[src/rtl/ctech_lib_and_en_ctrl.sv]
// Registered enable controller for the b leg of a ctech AND gating cell (o = a & gate_en).
// Optional saturating on-time counter output on_cnt when CTECH_LIB_AND_EN_CTRL_STATUS_EN is defined.
//
// state | meaning
// OFF   | gate_en low, waiting for any activity
// WAKE  | gate_en high, gated path settling for WAKE_CYC cycles
// ON    | gate_en high, en_ack high, path usable
// DRAIN | gate_en high, counting IDLE_CYC idle cycles before release
module ctech_lib_and_en_ctrl #(
  parameter int CW       = 4,
  parameter int WAKE_CYC = 2,
  parameter int IDLE_CYC = 8
) (
  input  logic        clk,
  input  logic        rst,
  input  logic        en_req,
  input  logic        busy,
  input  logic        force_on,
  output logic        gate_en,
  output logic        en_ack,
`ifdef CTECH_LIB_AND_EN_CTRL_STATUS_EN
  output logic [1:0]  st,
  output logic [15:0] on_cnt
`else
  output logic [1:0]  st
`endif
);

  typedef enum logic [1:0] {
    S_OFF   = 2'b00,
    S_WAKE  = 2'b01,
    S_ON    = 2'b10,
    S_DRAIN = 2'b11
  } state_t;

  localparam logic [CW-1:0] WAKE_LD = CW'(WAKE_CYC > 0 ? WAKE_CYC - 1 : 0);
  localparam logic [CW-1:0] IDLE_LD = CW'(IDLE_CYC > 0 ? IDLE_CYC - 1 : 0);

  if (CW < 1 || CW > 16) begin : g_bad_cw
    $error("ctech_lib_and_en_ctrl: CW must be 1..16");
  end
  if (WAKE_CYC < 0 || WAKE_CYC > (2 ** CW) - 1) begin : g_bad_wake
    $error("ctech_lib_and_en_ctrl: WAKE_CYC out of range 0..2^CW-1");
  end
  if (IDLE_CYC < 1 || IDLE_CYC > (2 ** CW) - 1) begin : g_bad_idle
    $error("ctech_lib_and_en_ctrl: IDLE_CYC out of range 1..2^CW-1");
  end

  state_t        state_q, state_d;
  logic [CW-1:0] cnt_q, cnt_d;
  logic          act;

  assign act = en_req | busy | force_on;
  assign st  = state_q;

  always_comb begin
    state_d = state_q;
    cnt_d   = cnt_q;
    case (state_q)
      S_OFF: begin
        if (act) begin
          if (WAKE_CYC > 0) begin
            state_d = S_WAKE;
            cnt_d   = WAKE_LD;
          end else begin
            state_d = S_ON;
          end
        end
      end
      S_WAKE: begin
        // wake runs to completion regardless of act
        if (cnt_q != '0) cnt_d = cnt_q - CW'(1);
        else             state_d = S_ON;
      end
      S_ON: begin
        if (!act) begin
          state_d = S_DRAIN;
          cnt_d   = IDLE_LD;
        end
      end
      S_DRAIN: begin
        if (act)               state_d = S_ON;
        else if (cnt_q == '0)  state_d = S_OFF;
        else                   cnt_d   = cnt_q - CW'(1);
      end
      default: begin
        state_d = S_OFF;
        cnt_d   = '0;
      end
    endcase
  end

  // outputs are registered from the next state so they line up with st
  always_ff @(posedge clk) begin
    if (rst) begin
      state_q <= S_OFF;
      cnt_q   <= '0;
      gate_en <= 1'b0;
      en_ack  <= 1'b0;
    end else begin
      state_q <= state_d;
      cnt_q   <= cnt_d;
      gate_en <= (state_d != S_OFF);
      en_ack  <= (state_d == S_ON);
    end
  end

`ifdef CTECH_LIB_AND_EN_CTRL_STATUS_EN
  always_ff @(posedge clk) begin
    if (rst)                              on_cnt <= '0;
    else if (gate_en && on_cnt != 16'hFFFF) on_cnt <= on_cnt + 16'd1;
  end
`endif

endmodule
[config.mk]
export PLATFORM = sky130hd
export DESIGN_NAME = ctech_lib_and_en_ctrl
export DESIGN_NICKNAME = d
export VERILOG_FILES = /design/src/rtl/ctech_lib_and_en_ctrl.sv
export SDC_FILE = /design/constraint.sdc
export NUM_CORES = 1
export LEC_CHECK = 0
export ABC_CLOCK_PERIOD_IN_PS = 2100
export CORE_AREA = 2 2 39 41
export DETAILED_ROUTE_END_ITERATION = 10
export DIE_AREA = 0 0 41 43
export PLACE_DENSITY = 0.55
export SLEW_MARGIN = 10
export SYNTH_ARGS = -nofsm -noshare
export SYNTH_HDL_FRONTEND = slang
export SYNTH_SLANG_ARGS = --single-unit
[constraint.sdc]
create_clock -name clk -period 2.1 [get_ports clk]
set_input_delay 0.315 -clock clk [delete_from_list [all_inputs] [get_ports clk]]
set_output_delay 0.315 -clock clk [all_outputs]
set_load 0.005 [all_outputs]
==> impl_results.md, run 1 <==
- Outcome: completed
- Register area share after synthesis: 0.405
- Vias: 368
- Critical Path AT: 1830 ps
- Clock network power share: 0.178
- Number of max-cap violations: 0
- RSZ-0062 raised after global routing: no
- Worst Hold Class: reg2reg
- Lkg Pwr: 0.191 nW
- Synth Register Bits: 8
- Mean Syn Cell Area: 8.79 um2
- DR vias/cell: 5.11
- FF-to-FF Start: cnt_q[0]$_SDFFE_PP0P_
- Clock Path Buffers: 2
- Die footprint: 1760 um2
- Min Tclk post-route: 1650 ps
- Top-count cell post-synth: dfxtp_1
- Fraction of registers with async set/reset: 0
- Xor/xnor share of the synthesized area: 0
- Post-synth top flop: dfxtp_1
- Core region area: 1380 um2
- Max H-tree Level: 1
- Vias in the first global route: 306
- Most frequent cells after synthesis: dfxtp_1 (8), a21oi_1 (6), inv_1 (4), nand2_1 (4), nor3_1 (3)
- Overflow after GRT: 0
- Die extent in x: 41 um
- Routed Antenna Nets: 0
- Setup_tns: 0 ps
- GP Congestion: 0.712
- Root Buffer: clkbuf_4
- Clk_skew: 2.27 ps
- CTS tree: yes
- Clock Sinks: 8
- Final Max Tran Viols: 0
- Share of layout cells above drive strength 1: 0.107
- Seq. cell area: 160 um2
- Hold_buf cts: 0
- Sw frac: 0.362
- Post-synth top area share: 0.405
- Slew HR: 0.678
- Total GRT Usage: 0.116
- Ant. Diodes: 0
- First-pass GRT wire length: 1320 um
- CP endpoint kind: flip-flop
- FILL cells: 149
- Worst VDD drop: 347 uV
- Multi-input logic area: 220 um2
- Final worst-path cycle share: 0.788
- Post-Syn Nets: 51
- DRT Pass-1 Iters: 2
- Mapped cell area: 395 um2
- Reg clk slew, reported paths: 50 ps
- Worst slew pin tran: 476 ps
- Combinational fraction of design power: 0.429
- EDFF count, synth: 0
- Worst Path Required: 2280 ps
- Iter 0 DRT Violations: 5
- Row cnt: 14
- DRC: 0
- Internal Pwr Total: 0.410 mW
- Most area-consuming cells after synthesis: dfxtp_1 (41%), a21oi_1 (7.6%), o31ai_4 (5.4%)
- Initial Utilization: 0.286
- Multiplexer area fraction after synthesis: 0
- Area fraction in compound gates after synthesis: 0.263
- Skew-Pair Late Insertion Delay: 250 ps
- Yosys top cell by area: dfxtp_1
- Hold Path Stages: 2
- Ys Warns: 0
- I/O Pins: 9
- Flop2flop setup slack: 560 ps
- P_sw: 0.233 mW
- WHS: 484 ps
- Post-Route WL: 737 um
- Num CTS Buffers: 3
- Adder-cell share of the synthesized area: 0.0316
- Final setup vio count: 0
- Kind of launch point of the worst setup path: input port
- Hold path startpoint: cnt_q[1]$_SDFFE_PP0P_
- PwrDens: 1240 nW/um2
- Post-Synth Simple-Gate Area: 0.263
- Final hold violations: 0
- Final net count: 64
- Initial antenna violation count: 0
- Pin count of the biggest net entering global routing: 9
- WL/cell: 10.2 um
- FF-to-FF End: cnt_q[3]$_SDFFE_PP0P_
- Cells after Synth: 45
- Critical Path Fanout Max: 5
- Post-CTS sizing: 0
- WS Path Type: in2reg
- Synth cell types: 23
- Port Buffer Count: 8
- Largest family of logic cells by synthesized area: compound AO/OA/AOI/OAI gates
- Die height: 43 um
- Area growth from synthesis to layout: 31.0%
- Max Clock Freq: 604 MHz
- DP HPWL: 569 um
- Reg power frac: 0.393
- Post-CTS setup buffer count: 0
- Reg2Reg Depth: 6
- Endpoint, Worst Hold: cnt_q[1]$_SDFFE_PP0P_
==> flip-flops by register name (all words and copies together) (netlist names) <==
signal,flops
cnt_q,4
en_ack,1
gate_en,1
st,2
==> cells in the final DEF (no fill, tap or decap), types with 2 or more instances in the layout <==
cell,Yosys,final
clkbuf_4,0,3
nand2_1,4,4
nor3_1,3,3
or3_1,2,2
inv_1,4,4
clkdlybuf4s50_1,0,8
dfxtp_1,8,8
a21oi_1,6,6
nor2_1,2,2
==> per-layer routing <==
layer | track usage | part of all wire
met1 | 0.168 | 0.53
met2 | 0.122 | 0.40
met3 | 0.0157 | 0.037
met4 | 0.140 | 0.039
met5 | 0 | 0
==> power groups by stage <==
stage	logic, mW	registers (mW)	clock network, mW
6_report	0.276	0.253	0.115
5_1_grt	0.325	0.262	0.126
4_1_cts	0.280	0.253	0.119
3_5_place_dp	0.277	0.256	0
3_3_place_gp	0.276	0.255	0
2_1_floorplan	0.191	0.245	0
==> layout make-up <==
type	count	area share
well taps	16	0.0386
multi-input cells	33	0.425
clock buffers	3	0.0435
flip-flops and latches	8	0.309
repair buffers	8	0.155
inverters	4	0.0290
==> critical path: stages <==
cell and delay, ps:
clkdlybuf4s50_1 470, o31ai_4 310, o211ai_2 180, or4_1 420
a21oi_1 150
==> metrics by stage <==
stage / cells / worst slack [ps] / util / cell area, um2 / power, mW
2_1_floorplan: 45 / 685 / - / 395 / 0.436
3_3_place_gp: 69 / 214 / 0.358 / 495 / 0.532
3_5_place_dp: 69 / 187 / 0.358 / 495 / 0.533
4_1_cts: 72 / 438 / 0.374 / 518 / 0.651
5_1_grt: 72 / 335 / 0.374 / 518 / 0.714
6_report: 72 / 446 / 0.374 / 518 / 0.643
==> kinds of logic (layout without fill, tap and decap cells) <==
| family | after synthesis | in the layout |
|---|---|---|
| AOI/OAI and AO/OA | 14 | 14 |
| DFF | 8 | 8 |
| adders and majority gates | 1 | 1 |
| and+or+nand+nor | 18 | 18 |
| buffers and inverters | 4 | 15 |
==> worst max-delay path by stage <==
| stage | slack (ps) | endpoint | from | cells past startpoint |
|---|---|---|---|---|
| 6_report | 450 | cnt_q[3]$_SDFFE_PP0P_ | force_on | 5 |
| 5_1_grt | 330 | cnt_q[3]$_SDFFE_PP0P_ | force_on | 5 |
| 4_1_cts | 440 | cnt_q[3]$_SDFFE_PP0P_ | force_on | 5 |
| 3_5_place_dp | 190 | cnt_q[3]$_SDFFE_PP0P_ | force_on | 5 |
| 3_3_place_gp | 210 | cnt_q[3]$_SDFFE_PP0P_ | force_on | 5 |
| 2_1_floorplan | 690 | cnt_q[3]$_SDFFE_PP0P_ | cnt_q[0]$_SDFFE_PP0P_ | 6 |
(Power assumes the default switching activity.)
==> inputs of run 2 (changes only) <==
--- a/config.mk
+++ b/config.mk
@@ -5,7 +5,7 @@
 export SDC_FILE = /design/constraint.sdc
 export NUM_CORES = 1
 export LEC_CHECK = 0
-export ABC_CLOCK_PERIOD_IN_PS = 2100
+export ABC_CLOCK_PERIOD_IN_PS = 1700
 export CORE_AREA = 2 2 39 41
 export DETAILED_ROUTE_END_ITERATION = 10
 export DIE_AREA = 0 0 41 43
==> constraint.sdc (replaced) <==
create_clock -name clk -period 1.7 [get_ports clk]
set_input_delay 0.255 -clock clk [delete_from_list [all_inputs] [get_ports clk]]
set_output_delay 0.255 -clock clk [all_outputs]
set_load 0.005 [all_outputs]
==> impl_results.md, run 2 (synthesized netlist as in run 1, its figures left out) <==
- Vias in the first global route: 338
- Hold path startpoint: cnt_q[1]$_SDFFE_PP0P_
- DRT Pass-1 Iters: 4
- Reg2Reg Depth: 6
- Inst Count DP: 70
- Met2 track demand over resource: 0.147
- Final Worst Setup Slack: 93.6 ps
- Number of max-cap violations: 0
- Worst slew pin tran: 500 ps
- WL/cell: 10.9 um
- Port Buffer Count: 8
- Overflow after GRT: 0
- Num CTS Buffers: 3
- Core region area: 1380 um2
- FILL cells: 154
- Routing usage on met3: 0.0314
- Total GRT Usage: 0.121
- Routed Antenna Nets: 0
- Most frequent cells in the layout: dfxtp_1 (8), clkdlybuf4s50_1 (8), a21oi_1 (6)
- Ant. Diodes: 0
- Final worst-path cycle share: 0.945
- Vias: 381
- Min Tclk post-route: 1610 ps
- Worst VDD drop: 523 uV
- DP HPWL: 586 um
- Root Buffer: clkbuf_4
- Post-Layout Cell Count: 75
- RSZ-0062 raised after global routing: no
- Critical Path AT: 1790 ps
- Worst Hold Class: reg2reg
- DRC: 0
- Die footprint: 1760 um2
- Final net count: 67
- Clock Path Buffers: 2
- Clock Sinks: 8
- Post-CTS sizing: 0
- Lkg Pwr: 0.206 nW
- First-pass GRT wire length: 1380 um
- Outcome: completed
- Pre-CTS setup slack: -127 ps
- Worst Setup SP: force_on
- Initial antenna violation count: 0
- DR vias/cell: 5.08
- Post-CTS setup buffer count: 0
- Worst Path Required: 1890 ps
- Reg clk slew, reported paths: 60 ps
- Iter 0 DRT Violations: 4
- Final Max Tran Viols: 0
- Biggest register: cnt_q
- GP Congestion: 0.703
- Final Total Pwr: 0.855 mW
- Hold_buf cts: 0
- I/O Pins: 9
- PwrDens: 1580 nW/um2
- Clk_skew: 6.71 ps
- Row cnt: 14
- Die extent in x: 41 um
- Post-Route WL: 814 um
- Post-DP Area: 503 um2
- Gr busiest metal: met1
- Kind of launch point of the worst setup path: input port
- Max FFs per register: 4
- Share of layout cells above drive strength 1: 0.153
- Met1 usage: 0.160
- Max H-tree Level: 1
- Critical Path Fanout Max: 5
- Final setup vio count: 0
- Max Clock Freq: 623 MHz
- FF-to-FF Start: cnt_q[0]$_SDFFE_PP0P_
- Final Cell Area: 541 um2
- Hold Path Stages: 2
- CP endpoint kind: flip-flop
- Slew HR: 0.662
- Area growth from synthesis to layout: 36.7%
- WHS: 478 ps
- Pin count of the biggest net entering global routing: 9
- WS Path Type: in2reg
- Skew-Pair Late Insertion Delay: 260 ps
- CTS tree: yes
- Final hold violations: 0
- Initial Utilization: 0.286
- Die height: 43 um
run 2: cell types whose count changed in the layout (fill, tap and decap cells not counted), sizes merged:
cell / delta
buf: +3
run 2: through the flow:
| step | util | TNS (ps) |
|---|---|---|
| floorplan | - | 0 |
| global placement | 0.363 | -273 |
| detailed placement | 0.363 | -342 |
| CTS | 0.380 | 0 |
| global route | 0.391 | 0 |
| finish | 0.391 | 0 |
run 2: worst max-delay path, cell delays in order:
cell and delay, ps:
clkdlybuf4s50_1 470, or3_1 450, o211ai_2 280, buf_4 160
nand2_1 40, a21oi_1 130
run 2: metal layers:
layer	share of wire	up-vias
li1	-	198
met1	0.52	174
met5	0	-
met3	0.037	2
met4	0.017	0
met2	0.43	7
run 2: power by group:
part / total [mW] / switching, mW / internal (mW)
sequential: 0.311 / 0.0630 / 0.248
clock: 0.147 / 0.0661 / 0.0809
combinational: 0.397 / 0.177 / 0.220
total: 0.855 / 0.306 / 0.549
run 2: layout make-up:
type | instances | area, um2 | share of cell area
clock buffer | 3 | 22.5 | 0.0417
inverter | 4 | 15.0 | 0.0278
tap | 16 | 20.0 | 0.0370
sequential | 8 | 160 | 0.296
multi-input combinational | 33 | 220 | 0.407
timing repair buffer | 11 | 103 | 0.190
run 2: worst paths after layout:
kind	end	slack (ps)
hold / removal	cnt_q[1]$_SDFFE_PP0P_	480
setup / recovery	cnt_q[1]$_SDFFE_PP0P_	90
setup reg to reg	cnt_q[3]$_SDFFE_PP0P_	160
hold reg to reg	cnt_q[1]$_SDFFE_PP0P_	480
==> inputs of run 3 (changes only) <==
--- a/config.mk
+++ b/config.mk
@@ -7,9 +7,12 @@
 export LEC_CHECK = 0
 export ABC_CLOCK_PERIOD_IN_PS = 1700
 export CORE_AREA = 2 2 39 41
+export CTS_CLUSTER_SIZE = 30
 export DETAILED_ROUTE_END_ITERATION = 10
 export DIE_AREA = 0 0 41 43
 export PLACE_DENSITY = 0.55
+export REMOVE_ABC_BUFFERS = 1
+export SKIP_CTS_REPAIR_TIMING = 1
 export SLEW_MARGIN = 10
 export SYNTH_ARGS = -nofsm -noshare
 export SYNTH_HDL_FRONTEND = slang
==> results of run 3 <==
Final layout, timing and power as in run 2 (identical DEF).
